[src/rtl/segway_cmd_pkg.sv]
// rtl/segway_cmd_pkg.sv - shared command bytes and state types for the Segway command link
package segway_cmd_pkg;

    localparam logic [7:0] GO_CMD   = 8'h47;
    localparam logic [7:0] STOP_CMD = 8'h53;

    typedef enum logic [1:0] {
        OFF,
        PWR1,
        PWR2
    } auth_state_t;

    typedef enum logic [1:0] {
        RX_IDLE,
        RX_START,
        RX_DATA,
        RX_STOP
    } rx_state_t;

endpackage

[src/rtl/uart_rx_core.sv]
// rtl/uart_rx_core.sv - 8N1 UART receiver with RX synchronizer, framing check and baud/bit counters
module uart_rx_core
    import segway_cmd_pkg::*;
#(
    parameter int BAUD_DIV = 2604
) (
    input  logic       clk,
    input  logic       rst_n,
    input  logic       RX,
    output logic [7:0] rx_data,
    output logic       rx_rdy,
    output logic       frm_err
);

    localparam int                CNT_W    = $clog2(BAUD_DIV + 1);
    // Counts run down to 0 inclusive, so loading N-1 spans exactly N clocks.
    localparam logic [CNT_W-1:0] FULL_BIT = CNT_W'(BAUD_DIV - 1);
    localparam logic [CNT_W-1:0] HALF_BIT = CNT_W'(BAUD_DIV / 2 - 1);

    logic             r_sync1;
    logic             r_rx_s;
    logic             r_rx_d;
    rx_state_t        r_state;
    rx_state_t        w_nxt_state;
    logic [CNT_W-1:0] r_baud_cnt;
    logic [CNT_W-1:0] w_nxt_baud_cnt;
    logic [3:0]       r_bit_cnt;
    logic [3:0]       w_nxt_bit_cnt;
    logic [7:0]       r_shift;
    logic [7:0]       w_nxt_shift;
    logic [7:0]       r_rx_data;
    logic [7:0]       w_nxt_rx_data;
    logic             r_rx_rdy;
    logic             w_nxt_rx_rdy;
    logic             r_frm_err;
    logic             w_nxt_frm_err;
    logic             w_fall;
    logic             w_tick;

    assign w_fall = r_rx_d & ~r_rx_s;
    assign w_tick = (r_baud_cnt == '0);

    always_ff @(posedge clk or negedge rst_n) begin
        if (!rst_n) begin
            r_sync1    <= 1'b1;
            r_rx_s     <= 1'b1;
            r_rx_d     <= 1'b1;
            r_state    <= RX_IDLE;
            r_baud_cnt <= '0;
            r_bit_cnt  <= '0;
            r_shift    <= '0;
            r_rx_data  <= '0;
            r_rx_rdy   <= 1'b0;
            r_frm_err  <= 1'b0;
        end else begin
            r_sync1    <= RX;
            r_rx_s     <= r_sync1;
            r_rx_d     <= r_rx_s;
            r_state    <= w_nxt_state;
            r_baud_cnt <= w_nxt_baud_cnt;
            r_bit_cnt  <= w_nxt_bit_cnt;
            r_shift    <= w_nxt_shift;
            r_rx_data  <= w_nxt_rx_data;
            r_rx_rdy   <= w_nxt_rx_rdy;
            r_frm_err  <= w_nxt_frm_err;
        end
    end

    always_comb begin
        w_nxt_state    = r_state;
        w_nxt_baud_cnt = r_baud_cnt;
        w_nxt_bit_cnt  = r_bit_cnt;
        w_nxt_shift    = r_shift;
        w_nxt_rx_data  = r_rx_data;
        w_nxt_rx_rdy   = 1'b0;
        w_nxt_frm_err  = 1'b0;
        if (r_state != RX_IDLE && !w_tick) begin
            w_nxt_baud_cnt = r_baud_cnt - 1'b1;
        end
        case (r_state)
            RX_IDLE: begin
                if (w_fall) begin
                    w_nxt_state    = RX_START;
                    w_nxt_baud_cnt = HALF_BIT;
                end
            end
            RX_START: begin
                if (w_tick) begin
                    if (r_rx_s) begin
                        w_nxt_state = RX_IDLE;
                    end else begin
                        w_nxt_state    = RX_DATA;
                        w_nxt_baud_cnt = FULL_BIT;
                        w_nxt_bit_cnt  = '0;
                    end
                end
            end
            RX_DATA: begin
                if (w_tick) begin
                    w_nxt_shift    = {r_rx_s, r_shift[7:1]};
                    w_nxt_baud_cnt = FULL_BIT;
                    if (r_bit_cnt == 4'd7) begin
                        w_nxt_state   = RX_STOP;
                        w_nxt_bit_cnt = '0;
                    end else begin
                        w_nxt_bit_cnt = r_bit_cnt + 4'd1;
                    end
                end
            end
            RX_STOP: begin
                if (w_tick) begin
                    w_nxt_state = RX_IDLE;
                    if (r_rx_s) begin
                        w_nxt_rx_data = r_shift;
                        w_nxt_rx_rdy  = 1'b1;
                    end else begin
                        w_nxt_frm_err = 1'b1;
                    end
                end
            end
            default: w_nxt_state = RX_IDLE;
        endcase
    end

    assign rx_data = r_rx_data;
    assign rx_rdy  = r_rx_rdy;
    assign frm_err = r_frm_err;

endmodule

[src/rtl/auth_cmd_receiver.sv]
// rtl/auth_cmd_receiver.sv - BLE command receiver: UART RX plus power-up authorization FSM
module auth_cmd_receiver
    import segway_cmd_pkg::*;
#(
    parameter int         BAUD_DIV = 2604,
    parameter logic [7:0] GO_CMD   = segway_cmd_pkg::GO_CMD,
    parameter logic [7:0] STOP_CMD = segway_cmd_pkg::STOP_CMD
) (
    input  logic       clk,
    input  logic       rst_n,
    input  logic       RX,
    input  logic       rider_off,
    output logic [7:0] rx_data,
    output logic       rx_rdy,
    output logic       frm_err,
    output logic       pwr_up
);

    auth_state_t r_auth;
    auth_state_t w_nxt_auth;
    logic        r_pwr_up;
    logic        w_go;
    logic        w_stop;

    uart_rx_core #(
        .BAUD_DIV(BAUD_DIV)
    ) u_rx (
        .clk    (clk),
        .rst_n  (rst_n),
        .RX     (RX),
        .rx_data(rx_data),
        .rx_rdy (rx_rdy),
        .frm_err(frm_err)
    );

    assign w_go   = rx_rdy && (rx_data == GO_CMD);
    assign w_stop = rx_rdy && (rx_data == STOP_CMD);

    // PWR2 is "stop requested, waiting for the rider to step off"; a fresh GO re-authorizes.
    always_comb begin
        w_nxt_auth = r_auth;
        case (r_auth)
            OFF: begin
                if (w_go) w_nxt_auth = PWR1;
            end
            PWR1: begin
                if (w_stop) w_nxt_auth = rider_off ? OFF : PWR2;
            end
            PWR2: begin
                if (w_go)           w_nxt_auth = PWR1;
                else if (rider_off) w_nxt_auth = OFF;
            end
            default: w_nxt_auth = OFF;
        endcase
    end

    always_ff @(posedge clk or negedge rst_n) begin
        if (!rst_n) begin
            r_auth   <= OFF;
            r_pwr_up <= 1'b0;
        end else begin
            r_auth   <= w_nxt_auth;
            r_pwr_up <= (w_nxt_auth != OFF);
        end
    end

    assign pwr_up = r_pwr_up;

endmodule
[config.mk]
export PLATFORM = sky130hd
export DESIGN_NAME = auth_cmd_receiver
export DESIGN_NICKNAME = d
export VERILOG_FILES = /design/src/rtl/segway_cmd_pkg.sv /design/src/rtl/uart_rx_core.sv /design/src/rtl/auth_cmd_receiver.sv
export SDC_FILE = /design/constraint.sdc
export NUM_CORES = 1
export LEC_CHECK = 0
export CAP_MARGIN = 15
export CORE_ASPECT_RATIO = 1.1
export CORE_UTILIZATION = 45
export CTS_CLUSTER_DIAMETER = 150
export CTS_CLUSTER_SIZE = 10
export DETAILED_ROUTE_END_ITERATION = 6
export HOLD_SLACK_MARGIN = 0.05
export PLACE_DENSITY = 0.64
export SLEW_MARGIN = 15
export SYNTH_ARGS = -nofsm -noshare
export SYNTH_HDL_FRONTEND = slang
export SYNTH_SLANG_ARGS = --single-unit
[constraint.sdc]
create_clock -name clk -period 4.4 [get_ports clk]
set_clock_uncertainty 0.1 [all_clocks]
set_input_delay 0.88 -clock clk [delete_from_list [all_inputs] [get_ports clk]]
set_output_delay 0.88 -clock clk [all_outputs]
set_load 0.05 [all_outputs]
==> impl_metrics.json <==
{
  "status": "completed",
  "drtPass1Iterations": 4,
  "gp_congestion": 0.883,
  "yosys_warnings": 0,
  "grt_max_degree": 43,
  "whs_ns": 0.257,
  "rows": 25,
  "crit_family": "buffers and inverters",
  "slew_viol_final": 0,
  "diodes": 0,
  "cts.clk_slew.worst_paths_ns": 0.08,
  "r2r-end": "u_rx.r_bit_cnt[2]",
  "drt-total-wl_um": 4120,
  "fp.dieW_um": 66.8,
  "ys_seq_area_share_pct": 50.8,
  "cts.sinks": 42,
  "floorplan.initialDensity_pct": 47.8,
  "reg2regPathDepth": 4,
  "hold_viol": 0,
  "ys.flop_type": "dfrtp_1",
  "grt_setup_unrepaired": "no",
  "grt_overflow": 0,
  "cts_tree": "yes",
  "synth_top_family_by_area": "simple AND/OR/NAND/NOR gates",
  "regArea_um2": 1050,
  "port_buffers": 14,
  "grt_util_all_layers_pct": 19.3,
  "p_leak_nw": 1.02,
  "synthXorXnorAreaFrac_pct": 0.422,
  "fin_crit_sh_pct": 57.9,
  "dp_hpwl_um": 3030,
  "synthMuxAreaShare_pct": 9.16,
  "hold_end": "u_rx.r_rx_s",
  "holdPathStages": 0,
  "design_area_um2": 2390,
  "grt_first_pass_wirelength_um": 6990,
  "power_per_cell_area_nw_per_um2": 467,
  "cpPeakStageDelay_ns": 0.84,
  "max-cap-violations": 0,
  "tightest_slew_ns": 0.901,
  "cts_buffer_depth": 2,
  "placed_cell_area_um2": 2280,
  "area.growth.synth_to_final_pct": 14.9,
  "max_freq_mhz": 392,
  "layout_min_cycle_time_ns": 2.55,
  "cp_max_fo": 6,
  "startpoint_type": "flop",
  "htreeDepth": 2,
  "relSlewSlack_pct": 39.9,
  "drtAntennaViolNets": 0,
  "holdCritStartpoint": "u_rx.r_sync1",
  "syn_inst": 179,
  "viasPerCell": 5.94,
  "critPathSlowestCell": "clkdlybuf4s50_1",
  "crit_chain": "clkdlybuf4s50_1",
  "vias": 1503,
  "synthArstFlopShare_pct": 100,
  "yosysUniqueCellTypes": 51,
  "cts-hold-fix-buffers": 0,
  "grt_pass1_vias": 1501,
  "die_area_um2": 4890,
  "dpl.cell_count": 245,
  "cp-end-kind": "output port",
  "setup_viol": 0,
  "required_ns": 3.42,
  "final_cells": 253,
  "fillerInstances": 375,
  "cts_resized": 0,
  "crit_type": "reg2out",
  "max-vdd-ir-drop_mv": 0.201,
  "hold_class": "reg2reg",
  "multi_input_area_um2": 992,
  "r2r_slack_ns": 2.02,
  "synth_compound_area_share_pct": 13.9,
  "antenna_found_initial": 0,
  "yosys.area_share.simple_pct": 23.1,
  "syn_area_per_cell_um2": 11.6,
  "cts_setup_buffers": 0,
  "wl_per_cell_um": 16.3,
  "fin_tns_setup_ns": 0,
  "post-route-util_pct": 54.9,
  "clk_latency_ns": 0.29,
  "clk_root_buffer_cell": "clkbuf_8",
  "synthAdderAreaFrac_pct": 1.20,
  "drc": 0,
  "synth_edf_count": 0,
  "dr.first_iter.drc_count": 97,
  "design.core.area_um2": 4350,
  "drive_above_1_share_pct": 21.6,
  "critPathBufInv": 1,
  "die_h_um": 73.3,
  "io_pins": 15,
  "netlist_area_um2": 2080,
  "cts_buffers": 5,
  "syn_nets": 185,
  "ys_ff_latch": 42,
  "layout.nets": 204,
  "arrival_ns": 1.57
}
[stage by stage]
step           setup slack (ns)  power, mW
2_1_floorplan              2.38      0.749
3_3_place_gp               2.14      0.809
3_5_place_dp               2.06      0.818
4_1_cts                    1.84       1.12
5_1_grt                    1.79       1.18
6_report                   1.85       1.11
[worst max path at each step]
stage,startpoint,slack (ns),end,cells past startpoint
final,u_rx.rx_data[4],1.85,rx_data[4],1
after global routing,u_rx.rx_data[4],1.79,rx_data[4],1
after CTS,u_rx.rx_data[4],1.84,rx_data[4],1
after detailed placement,flop,2.06,u_rx.r_bit_cnt[2],4
after global placement,flop,2.14,u_rx.r_bit_cnt[2],4
after floorplan,u_rx.r_baud_cnt[0],2.38,u_rx.rx_data[0],6
[layout by cell type (no fill, tap or decap), types with 3 or more instances in the layout]
cell | netlist | layout
inv_1 | 5 | 5
nand2_1 | 10 | 10
nand2b_1 | 3 | 3
a21o_1 | 3 | 3
dfstp_2 | 3 | 3
nand3_1 | 5 | 5
mux2_2 | 16 | 16
o21ai_0 | 11 | 11
nor2b_1 | 6 | 6
clkbuf_8 | 0 | 5
nand4b_1 | 4 | 4
dfrtp_1 | 39 | 39
clkdlybuf4s50_1 | 0 | 13
a21oi_1 | 7 | 7
nor2_1 | 9 | 9
nor3_1 | 6 | 6
[flip-flops by register name, summed over array words and instances (netlist names), named ones only]
signal,cells
u_rx.r_baud_cnt,12
u_rx.r_shift,8
u_rx.rx_data,8
u_rx.r_bit_cnt,4
r_auth,2
pwr_up,1
u_rx.frm_err,1
u_rx.r_rx_d,1
u_rx.r_rx_s,1
u_rx.r_state,1
u_rx.r_sync1,1
u_rx.rx_rdy,1
[routing by layer]
metal / vias to the layer above / GRT usage (%) / part of all wire (%)
met1: 737 / 23.6 / 43
li1: 718 / - / -
met5: - / 0 / 0
met3: 9 / 4.81 / 4.3
met4: 0 / 8.98 / 2.2
met2: 39 / 31.8 / 50
[cell families after synthesis]
family / after synthesis
AND/OR/NAND/NOR: 69
flip-flops: 42
AO/OA/AOI/OAI: 40
multiplexers: 17
buffers and inverters: 8
adder cells (fa/ha/maj): 2
XOR/XNOR: 1
[cell usage after synthesis, types with 4 or more instances]
master	instances	area, um2
mux2_2	16	180
inv_1	5	18.8
nor2_1	9	33.8
nor2b_1	6	37.5
nand3_1	5	25.0
dfrtp_1	39	976
nor3_1	6	30.0
nand2_1	10	37.5
a21oi_1	7	35.0
o21ai_0	11	55.1
nand4b_1	4	35.0
[final cells by class]
type / instances / area share [%]
timing repair buffer: 15 / 5.98
sequential: 42 / 44.2
multi-input combinational: 129 / 41.6
inverter: 5 / 0.787
tap: 54 / 2.83
clock inverter: 2 / 1.57
clock buffer: 6 / 3.04
[power breakdown]
group          internal (mW)  switching (mW)  total [mW]
clock network          0.169           0.130       0.299
logic                  0.120           0.147       0.268
registers              0.445           0.101       0.546
No activity file was read; power rests on OpenSTA's default activity.
